**config.mk**
```make
export PLATFORM = sky130hd
export DESIGN_NAME = crc_stim_gen
export DESIGN_NICKNAME = d
export VERILOG_FILES = /design/src/rtl/crc_stim_gen.sv
export SDC_FILE = /design/constraint.sdc
export NUM_CORES = 1
export LEC_CHECK = 0
export BUFFER_PORTS_ARGS = -buffer_cell sky130_fd_sc_hd__buf_2
export CORE_AREA = 2 2 373 375
export CTS_CLUSTER_DIAMETER = 200
export DETAILED_ROUTE_END_ITERATION = 7
export DIE_AREA = 0 0 375 377
export GPL_TIMING_DRIVEN = 0
export HOLD_SLACK_MARGIN = 0.12
export SLEW_MARGIN = 20
export SYNTH_ARGS = -nofsm -noshare
export SYNTH_HDL_FRONTEND = slang
export SYNTH_SLANG_ARGS = --single-unit
```
**constraint.sdc**
```tcl
create_clock -name clk -period 6.4 [get_ports clk]
set_input_delay 0.96 -clock clk [delete_from_list [all_inputs] [get_ports clk]]
set_output_delay 0.96 -clock clk [all_outputs]
set_load 0.005 [all_outputs]
```
**src/rtl/crc_stim_gen.sv**
```systemverilog
// Stimulus generator and response checker for a downstream accumulator and pass-through buses.
// A 64-bit LFSR feeds replicated buses; echoes and accumulator responses are checked every RUN cycle.
module crc_stim_gen #(
  parameter logic [63:0] SEED         = 64'h5aef0c8d_d70a4497,
  parameter logic [31:0] ACCUM_BASE   = 32'd0,
  parameter logic [31:0] ACCUM_STEP   = 32'd5,
  parameter logic [31:0] SECRET_VALUE = 32'd7,
  parameter int unsigned NUM_CYCLES   = 10,
  parameter int unsigned BYPASS_CYC   = 5
) (
  input  logic         clk,
  input  logic         rst_n,
  input  logic         start,
  output logic [31:0]  accum_in,
  output logic         accum_bypass,
  output logic         s1_in,
  output logic [1:0]   s2_in,
  output logic [7:0]   s8_in,
  output logic [32:0]  s33_in,
  output logic [63:0]  s64_in,
  output logic [64:0]  s65_in,
  output logic [128:0] s129_in,
  output logic [127:0] s4x32_in,
  input  logic [31:0]  accum_out,
  input  logic [31:0]  accum_bypass_out,
  input  logic         s1_out,
  input  logic [1:0]   s2_out,
  input  logic [7:0]   s8_out,
  input  logic [32:0]  s33_out,
  input  logic [63:0]  s64_out,
  input  logic [64:0]  s65_out,
  input  logic [128:0] s129_out,
  input  logic [127:0] s4x32_out,
  output logic         busy,
  output logic         done,
  output logic         err,
  output logic [7:0]   err_count
);

  localparam int NUM_CHECKS = 10;
  localparam logic [15:0] LAST_IDX   = 16'(NUM_CYCLES - 1);
  localparam logic [15:0] BYPASS_IDX = 16'(BYPASS_CYC);

  if (NUM_CYCLES < 2 || NUM_CYCLES > 65535) begin : g_bad_num_cycles
    $error("crc_stim_gen: NUM_CYCLES must lie in 2..65535");
  end

  typedef enum logic [1:0] {
    ST_IDLE,
    ST_SEED,
    ST_RUN,
    ST_DONE
  } state_t;

  state_t      state_reg;
  logic [63:0] crc_reg;
  logic [31:0] accum_in_reg;
  logic        accum_bypass_reg;
  logic [15:0] run_idx_reg;
  logic [31:0] prev_out_reg;
  logic [31:0] prev_in_reg;
  logic        busy_reg;
  logic        done_reg;
  logic        err_reg;
  logic [7:0]  err_count_reg;

  logic [NUM_CHECKS-1:0] mism_vec;
  logic [3:0]            mism_cnt;
  logic [8:0]            err_sum;
  logic [7:0]            err_count_next;

  // Every bus is a replication of the LFSR state cut down to its own width.
  assign s1_in    = crc_reg[0];
  assign s2_in    = crc_reg[1:0];
  assign s8_in    = crc_reg[7:0];
  assign s33_in   = crc_reg[32:0];
  assign s64_in   = crc_reg;
  assign s65_in   = {crc_reg[0], crc_reg};
  assign s129_in  = {crc_reg[0], crc_reg, crc_reg};
  assign s4x32_in = {crc_reg, crc_reg};

  assign accum_in     = accum_in_reg;
  assign accum_bypass = accum_bypass_reg;
  assign busy         = busy_reg;
  assign done         = done_reg;
  assign err          = err_reg;
  assign err_count    = err_count_reg;

  // One flag per independent check; all flags raised in a cycle are counted together.
  always_comb begin
    mism_vec    = '0;
    mism_vec[0] = (s1_out    != s1_in);
    mism_vec[1] = (s2_out    != s2_in);
    mism_vec[2] = (s8_out    != s8_in);
    mism_vec[3] = (s33_out   != s33_in);
    mism_vec[4] = (s64_out   != s64_in);
    mism_vec[5] = (s65_out   != s65_in);
    mism_vec[6] = (s129_out  != s129_in);
    mism_vec[7] = (s4x32_out != s4x32_in);
    // The accumulator has no defined history before the first RUN cycle.
    mism_vec[8] = (run_idx_reg != 16'd0) &&
                  (accum_out != prev_out_reg + prev_in_reg + SECRET_VALUE);
    mism_vec[9] = (accum_bypass_out != (accum_bypass_reg ? accum_in_reg : accum_out));
  end

  always_comb begin
    mism_cnt = '0;
    for (int i = 0; i < NUM_CHECKS; i++) begin
      mism_cnt = mism_cnt + {3'b000, mism_vec[i]};
    end
    err_sum        = {1'b0, err_count_reg} + {5'b00000, mism_cnt};
    err_count_next = err_sum[8] ? 8'hff : err_sum[7:0];
  end

  always_ff @(posedge clk or negedge rst_n) begin
    if (!rst_n) begin
      state_reg        <= ST_IDLE;
      crc_reg          <= '0;
      accum_in_reg     <= '0;
      accum_bypass_reg <= 1'b0;
      run_idx_reg      <= '0;
      prev_out_reg     <= '0;
      prev_in_reg      <= '0;
      busy_reg         <= 1'b0;
      done_reg         <= 1'b0;
      err_reg          <= 1'b0;
      err_count_reg    <= '0;
    end else begin
      case (state_reg)
        ST_IDLE: begin
          if (start) begin
            state_reg <= ST_SEED;
            busy_reg  <= 1'b1;
          end
        end
        ST_SEED: begin
          crc_reg          <= SEED;
          accum_in_reg     <= ACCUM_BASE;
          accum_bypass_reg <= 1'b0;
          run_idx_reg      <= '0;
          err_reg          <= 1'b0;
          err_count_reg    <= '0;
          state_reg        <= ST_RUN;
        end
        ST_RUN: begin
          crc_reg      <= {crc_reg[62:0], crc_reg[63] ^ crc_reg[2] ^ crc_reg[0]};
          accum_in_reg <= accum_in_reg + ACCUM_STEP;
          run_idx_reg  <= run_idx_reg + 16'd1;
          prev_out_reg <= accum_out;
          prev_in_reg  <= accum_in_reg;
          if (run_idx_reg == BYPASS_IDX) begin
            accum_bypass_reg <= 1'b1;
          end
          err_count_reg <= err_count_next;
          if (mism_cnt != 4'd0) begin
            err_reg <= 1'b1;
          end
          if (run_idx_reg == LAST_IDX) begin
            state_reg <= ST_DONE;
            busy_reg  <= 1'b0;
            done_reg  <= 1'b1;
          end
        end
        ST_DONE: begin
          if (start) begin
            state_reg <= ST_SEED;
            busy_reg  <= 1'b1;
            done_reg  <= 1'b0;
          end
        end
        default: begin
          state_reg <= ST_IDLE;
          busy_reg  <= 1'b0;
          done_reg  <= 1'b0;
        end
      endcase
    end
  end

endmodule
```
==> results of run 1 <==
-- cells in the final DEF (no fill, tap or decap), drive strengths merged, types with 8 or more instances in the layout --
master,count
o21a,8
nor4,74
o22a,10
nand2,117
ha,75
buf,1426
a22o,18
mux2i,39
fa,8
nand3,55
nand4,64
inv,65
a31oi,10
nor3b,8
diode,25
clkbuf,114
and3,46
a21o,19
o31ai,8
a21oi,63
mux2,60
xnor2,155
xor2,285
o22ai,21
or3,16
dfrtp,190
a221oi,13
o21ai,75
nor2,91
nor3,48
nor2b,9
-- cell type report --
| class | count | share of cell area, % |
|---|---|---|
| Timing Repair Buffer | 1037 | 21.14 |
| Clock buffer | 20 | 1.567 |
| Inverter | 58 | 0.7639 |
| Buffer | 483 | 11.78 |
| Multi-Input combinational cell | 1468 | 39.18 |
| Clock inverter | 12 | 0.5137 |
| Tap cell | 1794 | 7.876 |
| Antenna cell | 25 | 0.2195 |
| Sequential cell | 190 | 16.96 |
-- power groups by stage --
stage	logic [mW]	registers, mW	clock network [mW]
after floorplan	4.04	1.80	0
after global placement	7.69	2.38	0
after detailed placement	8.14	2.39	0
after CTS	8.38	2.37	1.18
after global routing	9.01	2.43	1.23
final	8.49	2.39	1.17
-- how the worst max path moves through the flow --
stage,cells after the start,slack [ns],end
after global routing,24,-0.89,err_count[7]
after CTS,24,-1.0,err_count[7]
after floorplan,29,0.08,err_count[7]
final,23,-0.65,err_count[5]
after global placement,22,-4.22,err_count[3]
after detailed placement,23,-2.27,err_count[3]
-- Yosys cell counts, drive strengths merged (10+ instances only) --
cell / n / area share (%)
mux2: 60 / 3.5
o22ai: 21 / 0.69
a31oi: 10 / 0.33
dfrtp: 190 / 25
or3: 16 / 0.52
buf: 382 / 15
a221oi: 13 / 0.70
o21ai: 75 / 2.0
xnor2: 155 / 7.1
nand4: 64 / 2.1
a22o: 18 / 0.83
nand2: 117 / 2.3
clkbuf: 107 / 2.1
nand3: 55 / 1.4
nor3: 48 / 1.3
o22a: 10 / 0.46
inv: 58 / 1.1
a21oi: 63 / 1.7
nor4: 74 / 2.4
a21o: 19 / 0.75
ha: 75 / 4.9
xor2: 285 / 13
mux2i: 39 / 2.0
and3: 46 / 1.5
nor2: 91 / 1.8
-- metal layers --
metal	track usage (%)	vias to the layer above
met5	0	-
met4	7.509	70
li1	-	9382
met1	26.42	10420
met2	37.38	1268
met3	10.27	322
-- logic make-up after synthesis --
group                      Yosys count  synth area share, %
and+or+nand+nor                    547                14.76
AOI/OAI and AO/OA                  299                10.64
xor gates and xnor gates           440                20.21
DFF                                190                24.93
muxes                               99                5.590
adders and majority gates           83                5.760
buffers and inverters              547                18.11
-- metrics by stage --
step,setup TNS [ns],instance area [um2],hold slack [ns],total power [mW]
5_1_grt,-7.103,28470,0.2749,12.67
4_1_cts,-8.116,28170,0.2728,11.93
3_5_place_dp,-18.75,27300,0.5028,10.53
2_1_floorplan,0,19070,0.4849,5.840
3_3_place_gp,-36.45,26170,0.4961,10.06
6_report,-5.058,28500,0.2918,12.04
-- repair_timing --
action,4_1_cts,5_1_grt
setup buffers,11,13
setup endpoints to repair,9,9
pin swaps,30,23
resized for setup,66,100
==> results by group, run 1 <==
Status
  – Status: finished with violations
  – Violated checks: negative setup slack

Die
  – Die Ht: 377 um
  – Core area: 0.1370 mm2
  – Starting density of the core: ~14%
  – Num rows: 136
  – IO Count: roughly 1,000
  – Die area: 0.1414 mm2
  – Die width: 375 um

Cells and area
  – Layout cells sized above 1: between 50 and 60%
  – Largest register FFs: 64
  – Layout Nets: between 3,000 and 4,000
  – Area of the multi-input gates: about 0.011 mm2
  – Fin cells: ~5,000
  – Seq. cell area: between 0.004 and 0.005 mm2
  – # fillers: around 15,000
  – Core Util, Final: a little over a fifth
  – Area growth from synthesis to layout: 49.44%

Yosys
  – Syn. warnings: 0
  – Mapped cell area: 0.01907 mm2
  – Post-Syn Area per Cell: 8.649 um2
  – Number of synthesized flops with an enable pin: 0
  – Register area share after synthesis: between 20% and 30%
  – Synthesized flop and latch total: 190
  – Syn Inst Count: approximately 2,200
  – Async SR Flop Fraction: 100.0%
  – Synth Net Count: ~2,800
  – Synth cell types: 70
  – Main synth FF type: dfrtp_1

Drt
  – Initial drt markers: around 1,600
  – Drt pass-1 iters: 5
  – Met3 routed WL: ~20,000 um
  – Final Routed Wirelength: between 150,000 and 200,000 um
  – DRC Markers: 0
  – Met2 Routed Length: 76,920 um
  – Via count: about 21,000
  – DRT met1 WL: 63,940 um
  – Remaining antenna violation count: 0
  – Max Used Layer: met5
  – Average wire per standard cell: about 33 um
  – Vias per inst: approximately 4.2

Clock tree
  – CTS Sinks: 190
  – CTS H-tree lvls: 4
  – CTS clk-pin slew, worst paths: approximately 0.080 ns
  – Clock Path Buffers: 2
  – Cts hold-fix bufs: 0
  – Worst-skew pair later-pin latency: approximately 0.48 ns
  – Clk root buf: clkbuf_16
  – Number of buffers inserted during clock tree synthesis: 17
  – CTS tree: built

Min path
  – Hold crit path type: in -> async

Power and ir drop
  – Internal power: approximately 5.6 mW
  – Leakage Power: 13.56 nW
  – Comb power frac: 70.5%
  – Power density over cell area: between 400 and 500 mW/mm2
  – Seq pwr share: approximately a fifth
  – Net Switching: around 6.4 mW
  – Clock power share: 9.7%
  – Sw Ratio: about 53%
  – Peak supply drop: between 200 and 300 uV

Timing
  – Fmax: approximately 0.14 GHz
  – Worst-Margin Slew: around 1.1 ns
  – Fin worst setup slack: -0.6521 ns
  – Final setup skew: ~0.017 ns
  – Unrepaired setup endpoints after global routing: true
  – Final Hold Fails: 0
  – Worst slew margin: 23.88%
  – Final setup viols: 9
  – Final Max Tran Viols: 0
  – Clock period minus worst slack: between 7 and 8 ns
  – Period utilization: 110.2%

Global routing
  – First-pass GRT wire length: 208,100 um
  – Vias in the first global route: roughly 20,000
  – GR Overflow Total: 0
  – Largest net degree at the start of global routing: 90
  – Total GRT Usage: 22.85%
  – Initial antenna violation count: ~100

Critical path
  – Largest stage delay on the critical path: 0.79 ns
  – CP required: 6.72 ns
  – Max Fanout on Critical Path: 9
  – Crit. End Element: register
  – CP delay by family, top: adder cells
  – Crit path max-delay cell type: dfrtp_1
  – Crit path cell chain: clkbuf_2 > xor2_1 > a2111oi_0 > nand4_1 > nor4_2 > nand4_1 > fa_1 > inv_2 > fa_1 > fa_1 > inv_2 > ha_4 > inv_2 > fa_2 > xnor2_4 > ha_4 > nor2b_4 > o21ai_1 > nand2b_1 > nand2_2 > nor2_4 > o31ai_2 > a21oi_1
  – Setup crit start kind: register
  – Worst r2r path cells: 23
  – Worst setup path category: reg -> reg
  – CP arrival: between 7 and 8 ns
  – Worst r2r dst: err_count[5]
  – Worst R2R Start: s64_in[12]
  – Worst Setup SP: s64_in[12]
  – Buf/Inv on CP: 4
  – Flop-to-flop setup slack: -0.65 ns

Placed design
  – Gp weighted congestion: around 1.0
  – Inst Count DP: 5,013
  – DP Wirelength: approximately 140,000 um
  – Setup WS pre-CTS: -2.265 ns
  – Port bufs: 970

Flow run
  – Max Cap Viol: 0
(Power assumes the default switching activity.)
==> run 2: changes to the inputs <==
--- a/config.mk
+++ b/config.mk
@@ -6,10 +6,10 @@
 export NUM_CORES = 1
 export LEC_CHECK = 0
 export BUFFER_PORTS_ARGS = -buffer_cell sky130_fd_sc_hd__buf_2
-export CORE_AREA = 2 2 373 375
+export CORE_AREA = 2 2 375 377
 export CTS_CLUSTER_DIAMETER = 200
 export DETAILED_ROUTE_END_ITERATION = 7
-export DIE_AREA = 0 0 375 377
+export DIE_AREA = 0 0 377 379
 export GPL_TIMING_DRIVEN = 0
 export HOLD_SLACK_MARGIN = 0.12
 export SLEW_MARGIN = 20
==> constraint.sdc (replaced) <==
create_clock -name clk -period 6.7 [get_ports clk]
set_input_delay 1.005 -clock clk [delete_from_list [all_inputs] [get_ports clk]]
set_output_delay 1.005 -clock clk [all_outputs]
set_load 0.005 [all_outputs]
==> run 2 against run 1 <==
  * Non-clock buffer count fell by 10
  * Cell count up 0.31%
  * Highest routed layer unchanged
  * The run still ends with negative setup slack left
  * Clock skew is 0.00061 ns higher
==> results by group, run 2 (synthesis gave the netlist of run 1 again) <==
Critical path
  – CP arrival: 7.40 ns (was 7.38 ns)
  – Crit. End Element: register (unchanged)
  – Max Fanout on Critical Path: 10 (was 9)
  – Buf/Inv on CP: 5 (was 4)
  – Crit path cell chain: clkbuf_2 > xor2_1 > nor4_1 > nand4_1 > nor4_1 > nand4_1 > fa_1 > inv_1 > fa_1 > fa_1 > inv_1 > ha_2 > inv_2 > fa_2 > inv_2 > ha_4 > a21o_1 > a21oi_2 > nor2b_1 > o21ai_2 > nor2_2 > a31oi_1 > a21oi_1 (was clkbuf_2 > xor2_1 > a2111oi_0 > nand4_1 > nor4_2 > nand4_1 > fa_1 > inv_2 > fa_1 > fa_1 > inv_2 > ha_4 > inv_2 > fa_2 > xnor2_4 > ha_4 > nor2b_4 > o21ai_1 > nand2b_1 > nand2_2 > nor2_4 > o31ai_2 > a21oi_1)
  – Largest stage delay on the critical path: 0.92 ns (was 0.79 ns)
  – Worst setup path category: reg -> reg (unchanged)
  – Crit path max-delay cell type: dfrtp_1 (unchanged)
  – CP delay by family, top: adder cells (unchanged)
  – CP required: 7.05 ns (was 6.72 ns)
  – Worst path most repeated cell: fa_1
  – Setup crit start kind: register (unchanged)

Drt
  – Via count: 21,330 (was 21,460)
  – Average wire per standard cell: 32.32 um (was 32.99 um)
  – Initial drt markers: 1,807 (was 1,578)
  – Drt pass-1 iters: 7 (was 5)
  – Final Routed Wirelength: 164,900 um (was 167,800 um)
  – DRC Markers: 0 (unchanged)
  – Vias per inst: 4.180 (was 4.219)
  – Remaining antenna violation count: 0 (unchanged)

Timing
  – Setup_tns: -2.307 ns (was -5.058 ns)
  – Clock period minus worst slack: 7.051 ns (was 7.052 ns)
  – Unrepaired setup endpoints after global routing: true (unchanged)
  – Worst slew margin: 21.44% (was 23.88%)
  – Final setup skew: 0.01767 ns (was 0.01706 ns)
  – Final Max Tran Viols: 0 (unchanged)
  – Fin worst setup slack: -0.3514 ns (was -0.6521 ns)
  – Final Hold Fails: 0 (unchanged)
  – Worst-Margin Slew: 1.174 ns (was 1.142 ns)
  – Period utilization: 105.2% (was 110.2%)
  – Final setup viols: 9 (unchanged)
  – Fmax: 0.1418 GHz (about the same)

Clock tree
  – Number of buffers inserted during clock tree synthesis: 17 (unchanged)
  – Clk root buf: clkbuf_16 (unchanged)
  – CTS H-tree lvls: 4 (unchanged)
  – CTS Sinks: 190 (unchanged)
  – CTS tree: built (unchanged)
  – Clock Path Buffers: 2 (unchanged)
  – CTS clk-pin slew, worst paths: 0.09 ns (was 0.08 ns)
  – Worst-skew pair later-pin latency: 0.51 ns (was 0.48 ns)

Power and ir drop
  – Power density over cell area: 400.6 mW/mm2 (was 422.6 mW/mm2)
  – Internal power: 5.284 mW (was 5.646 mW)
  – Peak supply drop: 257.2 uV (was 268.8 uV)
  – Net Switching: 6.056 mW (was 6.399 mW)
  – Comb power frac: 70.3% (was 70.5%)
  – Clock power share: 9.8% (was 9.7%)
  – Sw Ratio: 53.41% (was 53.12%)
  – Leakage Power: 13.46 nW (was 13.56 nW)
  – Seq pwr share: 19.9% (was 19.8%)

Min path
  – Hold crit path type: in -> async (unchanged)

Cells and area
  – Largest register FFs: 64 (unchanged)
  – Commonest non-fill, non-tap cell in the layout: buf_2 (unchanged)
  – Post-route cell area: 0.02831 mm2 (was 0.02850 mm2)
  – Area growth from synthesis to layout: 48.44% (was 49.44%)
  – Layout cells sized above 1: 50.06% (was 50.70%)
  – Fin cells: 5,103 (was 5,087)
  – Layout Nets: 3,825 (was 3,835)
  – Most frequent cells in the layout: buf_2 (978), buf_4 (391), xor2_1 (285) (was buf_2 (976), buf_4 (397), xor2_1 (285))

Die
  – IO Count: 971 (unchanged)
  – Die width: 377 um (was 375 um)
  – Die Ht: 379 um (was 377 um)
  – Die area: 0.1429 mm2 (was 0.1414 mm2)
  – Num rows: 137 (was 136)
  – Core area: 0.1388 mm2 (was 0.1370 mm2)
  – Starting density of the core: 13.74% (was 13.92%)

Placed design
  – Gp weighted congestion: 1.014 (was 1.005)
  – Dpl cell area: 0.02726 mm2 (was 0.02730 mm2)
  – Inst Count DP: 5,024 (was 5,013)
  – DP Wirelength: 139,500 um (was 142,700 um)
  – Port bufs: 970 (unchanged)

Status
  – Status: finished with violations (unchanged)
  – Violated checks: negative setup slack (unchanged)

Flow run
  – Max Cap Viol: 0 (unchanged)

Global routing
  – Initial antenna violation count: 97 (was 103)
  – Largest net degree at the start of global routing: 82 (was 90)
  – First-pass GRT wire length: 203,000 um (was 208,100 um)
  – Vias in the first global route: 19,670 (was 20,080)
  – Total GRT Usage: 22.14% (was 22.85%)
  – GR Overflow Total: 0 (unchanged)
## run 2: power by group through the flow
| stage | clock [mW] | sequential (mW) | combinational, mW |
|---|---|---|---|
| 3_5_place_dp | 0 | 2.25 | 7.75 |
| 3_3_place_gp | 0 | 2.23 | 7.32 |
| 2_1_floorplan | 0 | 1.72 | 3.86 |
| 4_1_cts | 1.14 | 2.25 | 7.89 |
| 5_1_grt | 1.18 | 2.29 | 8.47 |
| 6_report | 1.11 | 2.26 | 7.97 |
## run 2: through the flow
step                      util, %  setup WS, ns  hold slack (ns)  total power [mW]
final                       20.39       -0.3514           0.4019             11.34
after global routing        20.36       -0.4469           0.4051             11.94
after CTS                   20.20       -0.6574           0.3782             11.28
after detailed placement    19.63        -1.889           0.5013             9.993
after global placement      18.86        -4.094           0.4961             9.549
after floorplan                 -        0.3790           0.4849             5.578
## run 2: area by class of cell
class	count	area, um2
fill	15620	110500
multi-input combinational	1468	11070
timing repair buffer	1028	5913
sequential	190	4820
buffer	482	3336
tap	1807	2261
clock buffer	20	446.7
inverter	58	217.7
clock inverter	12	147.6
antenna	38	95.09
## run 2: final timing paths
kind	start	endpoint	slack, ns	cells past startpoint
worst max register to register	s64_in[4]	err_count[7]	-0.35	23
worst max-delay path	s64_in[4]	err_count[7]	-0.35	23
min in group clk	prev_in_reg[30]	prev_in_reg[30]	0.52	1
worst min-delay path	rst_n	accum_in[16]	0.40	1
max in group asynchronous	rst_n	s64_in[17]	5.36	2
worst min register to register	prev_in_reg[30]	prev_in_reg[30]	0.52	1
## run 2: layer usage
layer	part of all wire [%]	vias up	track usage (%)	wire (um)
li1	-	9385	-	-
met1	39	10380	25.86	63750
met2	46	1250	36.05	75330
met3	12	267	9.601	19070
met4	3.9	54	7.442	6475
met5	0.19	-	0	314
## run 2: repair_timing
action / in CTS / in global routing
pin swaps: 30 / 12
setup buffers: 8 / 8
hold buffers: 0 / 0
endpoints found under the setup margin: 9 / 9
resized for setup: 52 / 81
